===== src/rtl/operand_sequencer_if.sv =====
// operand_sequencer_if
//   Bundles the calculator sequencer's user/ALU/display signals.
//   Parameter NBYTES sets operand width W = 8*NBYTES and byte index width IDXW.
//   slave  : the sequencer (takes enter/switch/ALU inputs, drives operands,
//            ALU strobe and display fields).
//   master : whoever drives the user and ALU side (datapath or testbench).
interface operand_sequencer_if #(
   parameter int NBYTES = 4
);
   localparam int W    = 8 * NBYTES;
   localparam int IDXW = (NBYTES > 1) ? $clog2(NBYTES) : 1;

   logic            enter_pulse;
   logic [7:0]      inputdata;
   logic            alu_done;
   logic [W-1:0]    dataR;
   logic [W-1:0]    dataA;
   logic [W-1:0]    dataB;
   logic            alu_start;
   logic            inputdata_ready;
   logic            busy;
   logic [3:0]      field;
   logic [IDXW-1:0] byte_idx;
   logic [7:0]      disp_byte;

   modport master (
      output enter_pulse, inputdata, alu_done, dataR,
      input  dataA, dataB, alu_start, inputdata_ready, busy, field, byte_idx, disp_byte
   );

   modport slave (
      input  enter_pulse, inputdata, alu_done, dataR,
      output dataA, dataB, alu_start, inputdata_ready, busy, field, byte_idx, disp_byte
   );
endinterface


===== src/rtl/operand_sequencer.sv =====
// operand_sequencer
//   Sequences byte-serial entry of operands A and B (LSB byte first), an ALU
//   start/done handshake with timeout, and byte-by-byte result display.
// Ports:
//   clk   : system clock, rising edge
//   reset : asynchronous active-low reset
//   bus   : operand_sequencer_if.slave (enter_pulse, inputdata, alu_done, dataR in;
//           dataA, dataB, alu_start, inputdata_ready, busy, field, byte_idx,
//           disp_byte out)
// Build option:
//   AUTO_SCROLL_EN : when defined, SHOW_R auto-advances byte_idx every
//                    SCROLL_DIV cycles and any enter_pulse returns to LOAD_A.
module operand_sequencer #(
   parameter int NBYTES      = 4,
   parameter int ALU_TIMEOUT = 255,
   parameter int SCROLL_DIV  = 50000000
) (
   input logic                clk,
   input logic                reset,
   operand_sequencer_if.slave bus
);
   localparam int IDXW = (NBYTES > 1) ? $clog2(NBYTES) : 1;
   localparam int CW   = $clog2(ALU_TIMEOUT + 1);

   localparam logic [1:0] S_LOAD_A = 2'd0;
   localparam logic [1:0] S_LOAD_B = 2'd1;
   localparam logic [1:0] S_EXEC   = 2'd2;
   localparam logic [1:0] S_SHOW_R = 2'd3;

   localparam logic [IDXW-1:0] IDX_LAST = IDXW'(NBYTES - 1);
   localparam logic [IDXW-1:0] IDX_ONE  = IDXW'(1);
   localparam logic [CW-1:0]   CNT_TO   = CW'(ALU_TIMEOUT);
   localparam logic [CW-1:0]   CNT_ONE  = CW'(1);

   // Reject out-of-range configurations at elaboration.
   if (NBYTES < 2 || NBYTES > 8 || ALU_TIMEOUT < 1 || SCROLL_DIV < 1) begin : g_bad_param
      $error("operand_sequencer: illegal parameter value");
   end

   logic [1:0]             r_state;
   logic [NBYTES-1:0][7:0] r_a;
   logic [NBYTES-1:0][7:0] r_b;
   logic [NBYTES-1:0][7:0] r_res;
   logic [IDXW-1:0]        r_idx;
   logic [CW-1:0]          r_cnt;
   logic                   r_err;
   logic                   r_ready;
   logic                   w_last;
   logic [3:0]             w_field;
   logic [7:0]             w_disp;

`ifdef AUTO_SCROLL_EN
   localparam int SC_W = (SCROLL_DIV > 1) ? $clog2(SCROLL_DIV) : 1;
   localparam logic [SC_W-1:0] SC_TC  = SC_W'(SCROLL_DIV - 1);
   localparam logic [SC_W-1:0] SC_ONE = SC_W'(1);
   logic [SC_W-1:0] r_scnt;
`endif

   assign w_last = (r_idx == IDX_LAST);

   always_ff @(posedge clk or negedge reset) begin
      if (!reset) begin
         r_state <= S_LOAD_A;
         r_a     <= '0;
         r_b     <= '0;
         r_res   <= '0;
         r_idx   <= '0;
         r_cnt   <= '0;
         r_err   <= 1'b0;
         r_ready <= 1'b0;
`ifdef AUTO_SCROLL_EN
         r_scnt  <= '0;
`endif
      end else begin
         r_ready <= 1'b0;
`ifdef AUTO_SCROLL_EN
         // Held at zero outside SHOW_R so every SHOW_R visit starts a fresh period.
         if (r_state != S_SHOW_R) r_scnt <= '0;
`endif
         case (r_state)
            S_LOAD_A: if (bus.enter_pulse) begin
               r_a[r_idx] <= bus.inputdata;
               r_ready    <= 1'b1;
               if (w_last) begin
                  r_idx   <= '0;
                  r_state <= S_LOAD_B;
               end else r_idx <= r_idx + IDX_ONE;
            end
            S_LOAD_B: if (bus.enter_pulse) begin
               r_b[r_idx] <= bus.inputdata;
               r_ready    <= 1'b1;
               if (w_last) begin
                  r_idx   <= '0;
                  r_state <= S_EXEC;
               end else r_idx <= r_idx + IDX_ONE;
            end
            S_EXEC: begin
               // done has priority over timeout; counter returns to 0 on exit.
               if (bus.alu_done) begin
                  r_res   <= bus.dataR;
                  r_err   <= 1'b0;
                  r_cnt   <= '0;
                  r_state <= S_SHOW_R;
               end else if (r_cnt == CNT_TO) begin
                  r_res   <= '0;
                  r_err   <= 1'b1;
                  r_cnt   <= '0;
                  r_state <= S_SHOW_R;
               end else r_cnt <= r_cnt + CNT_ONE;
            end
            S_SHOW_R: begin
`ifdef AUTO_SCROLL_EN
               if (bus.enter_pulse) begin
                  r_idx   <= '0;
                  r_a     <= '0;
                  r_b     <= '0;
                  r_err   <= 1'b0;
                  r_state <= S_LOAD_A;
               end else if (r_scnt == SC_TC) begin
                  r_scnt <= '0;
                  r_idx  <= w_last ? '0 : r_idx + IDX_ONE;
               end else r_scnt <= r_scnt + SC_ONE;
`else
               if (bus.enter_pulse) begin
                  if (w_last) begin
                     r_idx   <= '0;
                     r_a     <= '0;
                     r_b     <= '0;
                     r_err   <= 1'b0;
                     r_state <= S_LOAD_A;
                  end else r_idx <= r_idx + IDX_ONE;
               end
`endif
            end
            default: r_state <= S_LOAD_A;
         endcase
      end
   end

   // Display routing: live switch preview while loading, latched result in SHOW_R.
   always_comb begin
      w_field = 4'hC;
      w_disp  = 8'h00;
      case (r_state)
         S_LOAD_A: begin
            w_field = 4'hA;
            w_disp  = bus.inputdata;
         end
         S_LOAD_B: begin
            w_field = 4'hB;
            w_disp  = bus.inputdata;
         end
         S_SHOW_R: begin
            w_field = r_err ? 4'hE : 4'hC;
            w_disp  = r_res[r_idx];
         end
         default: ;
      endcase
   end

   // alu_start is decoded from state so an async reset drops it immediately.
   assign bus.alu_start       = (r_state == S_EXEC) && (r_cnt == '0);
   assign bus.busy            = (r_state == S_EXEC);
   assign bus.dataA           = r_a;
   assign bus.dataB           = r_b;
   assign bus.inputdata_ready = r_ready;
   assign bus.byte_idx        = r_idx;
   assign bus.field           = w_field;
   assign bus.disp_byte       = w_disp;
endmodule


===== src/flat_wrapper.sv =====
// flat-port wrapper written by rule: the top's interface ports become plain ports
module operand_sequencer_flat 
#(
   parameter int NBYTES      = 4,
   parameter int ALU_TIMEOUT = 255,
   parameter int SCROLL_DIV  = 50000000
)
  (clk, reset, bus_enter_pulse, bus_inputdata, bus_alu_done, bus_dataR, bus_dataA, bus_dataB, bus_alu_start, bus_inputdata_ready, bus_busy, bus_field, bus_byte_idx, bus_disp_byte);
  operand_sequencer_if #(.NBYTES(NBYTES)) bus_i ();
  input logic clk;
  input logic reset;
  input wire logic [$bits(bus_i.enter_pulse)-1:0] bus_enter_pulse;
  input wire logic [$bits(bus_i.inputdata)-1:0] bus_inputdata;
  input wire logic [$bits(bus_i.alu_done)-1:0] bus_alu_done;
  input wire logic [$bits(bus_i.dataR)-1:0] bus_dataR;
  output wire logic [$bits(bus_i.dataA)-1:0] bus_dataA;
  output wire logic [$bits(bus_i.dataB)-1:0] bus_dataB;
  output wire logic [$bits(bus_i.alu_start)-1:0] bus_alu_start;
  output wire logic [$bits(bus_i.inputdata_ready)-1:0] bus_inputdata_ready;
  output wire logic [$bits(bus_i.busy)-1:0] bus_busy;
  output wire logic [$bits(bus_i.field)-1:0] bus_field;
  output wire logic [$bits(bus_i.byte_idx)-1:0] bus_byte_idx;
  output wire logic [$bits(bus_i.disp_byte)-1:0] bus_disp_byte;
  assign bus_i.enter_pulse = bus_enter_pulse;
  assign bus_i.inputdata = bus_inputdata;
  assign bus_i.alu_done = bus_alu_done;
  assign bus_i.dataR = bus_dataR;
  assign bus_dataA = bus_i.dataA;
  assign bus_dataB = bus_i.dataB;
  assign bus_alu_start = bus_i.alu_start;
  assign bus_inputdata_ready = bus_i.inputdata_ready;
  assign bus_busy = bus_i.busy;
  assign bus_field = bus_i.field;
  assign bus_byte_idx = bus_i.byte_idx;
  assign bus_disp_byte = bus_i.disp_byte;
  operand_sequencer #(.NBYTES(NBYTES), .ALU_TIMEOUT(ALU_TIMEOUT), .SCROLL_DIV(SCROLL_DIV)) u_core (.clk(clk), .reset(reset), .bus(bus_i));
endmodule

===== config.mk =====
export PLATFORM = sky130hd
export DESIGN_NAME = operand_sequencer_flat
export DESIGN_NICKNAME = d
export VERILOG_FILES = /design/src/rtl/operand_sequencer_if.sv /design/src/rtl/operand_sequencer.sv /design/src/flat_wrapper.sv
export SDC_FILE = /design/constraint.sdc
export NUM_CORES = 1
export LEC_CHECK = 0
export BUFFER_PORTS_ARGS = -buffer_cell sky130_fd_sc_hd__buf_2
export CAP_MARGIN = 20
export CORE_MARGIN = 3
export CORE_UTILIZATION = 45
export DETAILED_ROUTE_END_ITERATION = 7
export PLACE_DENSITY = 0.68
export SYNTH_ARGS = -nofsm -noshare
export SYNTH_HDL_FRONTEND = slang
export SYNTH_SLANG_ARGS = --single-unit

===== constraint.sdc =====
create_clock -name clk -period 2.42 [get_ports clk]
set_clock_uncertainty 0.05 [all_clocks]
set_input_delay 0.121 -clock clk [delete_from_list [all_inputs] [get_ports clk]]
set_output_delay 0.121 -clock clk [all_outputs]
set_load 0.01 [all_outputs]

==> impl_metrics.tcl <==
set metrics [dict create \
    tightestPinTransition_ps 676.5 \
    wirelength_um 12540 \
    async_flop_share_pct 100.0 \
    dieHeight_um 111.4 \
    clockRootBuffer "clkbuf_8" \
    grt_usage_pct 20.79 \
    diodes 0 \
    dieArea_mm2 0.01240 \
    ys_types 46 \
    vias 3910 \
    max_freq_mhz 455.2 \
    netlist_instances 422 \
    cap_violations 0 \
    synthFlopType "dfrtp_1" \
    place_congestion 0.7797 \
    routedWlPerCell_um 17.82 \
    start_kind "flip-flop" \
    coreArea_mm2 0.01056 \
    hold_viol 0 \
    ff2ff_setup_slack_ps 370 \
    synth_nets 478 \
    cp_slowest_cell "dfrtp_1" \
    synth_area_mm2 0.004996 \
    maxSlewViolCount 0 \
    yosys-top-cells-area "dfrtp_1 (55%), a22o_1 (14%), mux4_2 (3.6%)" \
    drive_gt1_share_pct 30.11 \
    critPathKind "reg2out" \
    die_w_um 111.4 \
    path_cells "inv_1, ha_2, buf_4, nand2_1, nor4b_1, buf_2" \
    grt_max_degree 50 \
    irDropWorstVdd_mv 0.6995 \
    rows 37 \
    worstPathArrival_ps 2030 \
    rr_worst_depth 6 \
    fillCellCount 905 \
    fin_setup_tns_ps 0 \
    cpPeakStageDelay_ps 450 \
    rsz0062_at_grt "false" \
    viasPerCell 5.554 \
    fin_crit_sh_pct 90.79 \
    finalSetupViolations 0 \
    initial_utilization_pct 47.33 \
    clock-sinks 110 \
    fin_crit_ps 2197 \
    holdPathEnd "u_core.bus.inputdata_ready$_DFF_PN0_" \
    clk_latency_ps 380 \
    yosysWarnings 0 \
    antenna_found_initial 0 \
    power_density_mw_per_mm2 1250 \
    clk_pin_slew_worst_paths_ps 110 \
    synthToLayoutAreaGrowth_pct 24.72 \
    worstReg2RegEnd "u_core.bus.dataA[10]$_DFFE_PN0P_" \
    hp-class "in2reg" \
    min_from "bus_enter_pulse" \
    holdWs_ps 35.78 \
    final_nets 619 \
    synth_top_cell_by_area "dfrtp_1" \
    critPathRequiredTime_ps 2250 \
    drc 0 \
    ios 125 \
    hpwl_um 8627 \
    htree_num_levels 3 \
    cp_max_fo 10 \
    yosysTopAreaCellShare_pct 55.10 \
    status "finished, final reports clean" \
    grt_pass1_wl_um 20720 \
    end_kind "output pin" \
    drtAntennaViolNets 0 \
    grt-ovfl-total 0 \
    cts_inserted_buffers 9 \
    fin_util_pct 59.03 \
    syn_area_per_cell_um2 11.84 \
    drt-initial-drc-count 198 \
    synth_seq_area_share_pct 55.10 \
    power_leakage_uw 0.003132 \
    cts.path.max_buffers 2 \
    grt_pass1_vias 3989 \
    synth_edf_count 0 \
    cts_setup_buffers 0 \
    ys_ff_latch 110 \
    io_buffer_count 123 \
    slew_headroom_pct 54.90 \
    cts_tree "yes" \
    holdPathStages 2 \
    drt_pre_antenna_iters 4 \
    r2r_start "u_core.r_state[1]$_DFFE_PN0P_" \
]
-- state kept, by name, summed over array words and instances (netlist names) --
register	flops
u_core.bus.byte_idx	2
u_core.bus.dataA	32
u_core.bus.dataB	32
u_core.bus.inputdata_ready	1
u_core.r_cnt	8
u_core.r_err	1
u_core.r_res	32
u_core.r_state	2
-- worst max path at each step --
stage / start / endpoint / depth (start not counted)
4_1_cts: u_core.r_state[0]$_DFFE_PN0P_ / bus_alu_start / 6
3_3_place_gp: u_core.r_state[1]$_DFFE_PN0P_ / u_core.r_state[1]$_DFFE_PN0P_ / 7
3_5_place_dp: u_core.r_state[1]$_DFFE_PN0P_ / u_core.bus.dataA[10]$_DFFE_PN0P_ / 6
6_report: u_core.r_state[0]$_DFFE_PN0P_ / bus_alu_start / 6
2_1_floorplan: u_core.r_state[1]$_DFFE_PN0P_ / u_core.bus.dataB[0]$_DFFE_PN0P_ / 6
5_1_grt: u_core.r_state[0]$_DFFE_PN0P_ / bus_alu_start / 6
-- cell type report --
cell class / instances / area (µm²) / share of cell area (%)
multi-input combinational: 261 / 2003 / 32.15
tap: 136 / 170.2 / 2.731
inverter: 13 / 48.80 / 0.7831
clock inverter: 7 / 78.83 / 1.265
sequential: 110 / 2753 / 44.18
clock buffer: 9 / 123.9 / 1.988
timing repair buffer: 168 / 1054 / 16.91
-- critical path, delay by kind of cell (launching register included) --
kind                       cells  cell delay, ps
buffers and inverters          3             540
DFF                            1             450
and+or+nand+nor                2             340
adders and majority gates      1             320
-- through the flow --
stage          setup slack [ps]  area [µm²]  std cells  total power, µW
3_3_place_gp              481.5        5685        654             6550
2_1_floorplan             578.7        4996        422             5457
6_report                  222.9        6231        704             7786
4_1_cts                   98.76        6228        704             7842
5_1_grt                   46.15        6231        704             8392
3_5_place_dp              418.7        5685        654             6667
-- synthesized netlist by cell type (2+ instances only) --
master     count
dfrtp_1      110
a22o_1        80
nand2_1       30
o21ai_0       22
nor2b_1       20
buf_2         17
a31oi_1       16
clkbuf_1      16
inv_1         13
ha_1          12
mux4_2         8
nor2_1         8
a21o_1         7
and3_1         7
a22oi_1        6
a21oi_1        5
nand3_1        5
buf_6          3
o22ai_1        3
and2_1         2
buf_4          2
mux2_2         2
mux2i_1        2
nand2_2        2
nor2_2         2
o2bb2ai_1      2
-- metal layers --
layer	vias up	track usage [%]	wire [µm]	part of all wire (%)
met4	0	6.569	189	1.5
met1	1932	29.74	5682	45
met5	-	0	0	0
met3	16	5.326	997	7.9
met2	129	31.36	5674	45
li1	1833	-	-	-
-- repair_timing --
item                                   in CTS  in global routing
endpoints found under the hold margin      81                  0
resized for setup                           0                  1
setup endpoints to repair                   0                  1
hold buffers                               34                  0
-- where the power goes --
part	switching [µW]	total, µW	internal [µW]	leakage (µW)
registers	515	3100	2590	0.00135
clock network	707	1130	420	0.000103
logic	1840	3560	1720	0.00168
-- cell families after synthesis --
group	synth area share [%]
buffers and inverters	4.858
adder cells (fa/ha/maj)	3.005
flip-flops	55.10
XOR/XNOR	0.1753
AND/OR/NAND/NOR	9.517
AO/OA/AOI/OAI	22.59
other	0.07506
multiplexers	4.683
-- cells in the final DEF, fill, tap and decap left out, types with 2 or more instances in the layout --
cell	instances
a21o_1	7
a21oi_1	5
a22o_1	80
a22oi_1	6
a31oi_1	16
and2_1	2
and3_1	7
buf_2	122
buf_4	11
clkbuf_8	9
dfrtp_1	110
dlygate4sd3_1	34
ha_1	11
inv_1	13
inv_6	4
mux2_2	2
mux2i_1	2
mux4_2	8
nand2_1	30
nand2_2	2
nand3_1	5
nor2_1	8
nor2_2	2
nor2b_1	20
o21ai_0	22
o22ai_1	3
o2bb2ai_1	2
No activity file was read; power rests on OpenSTA's default activity.
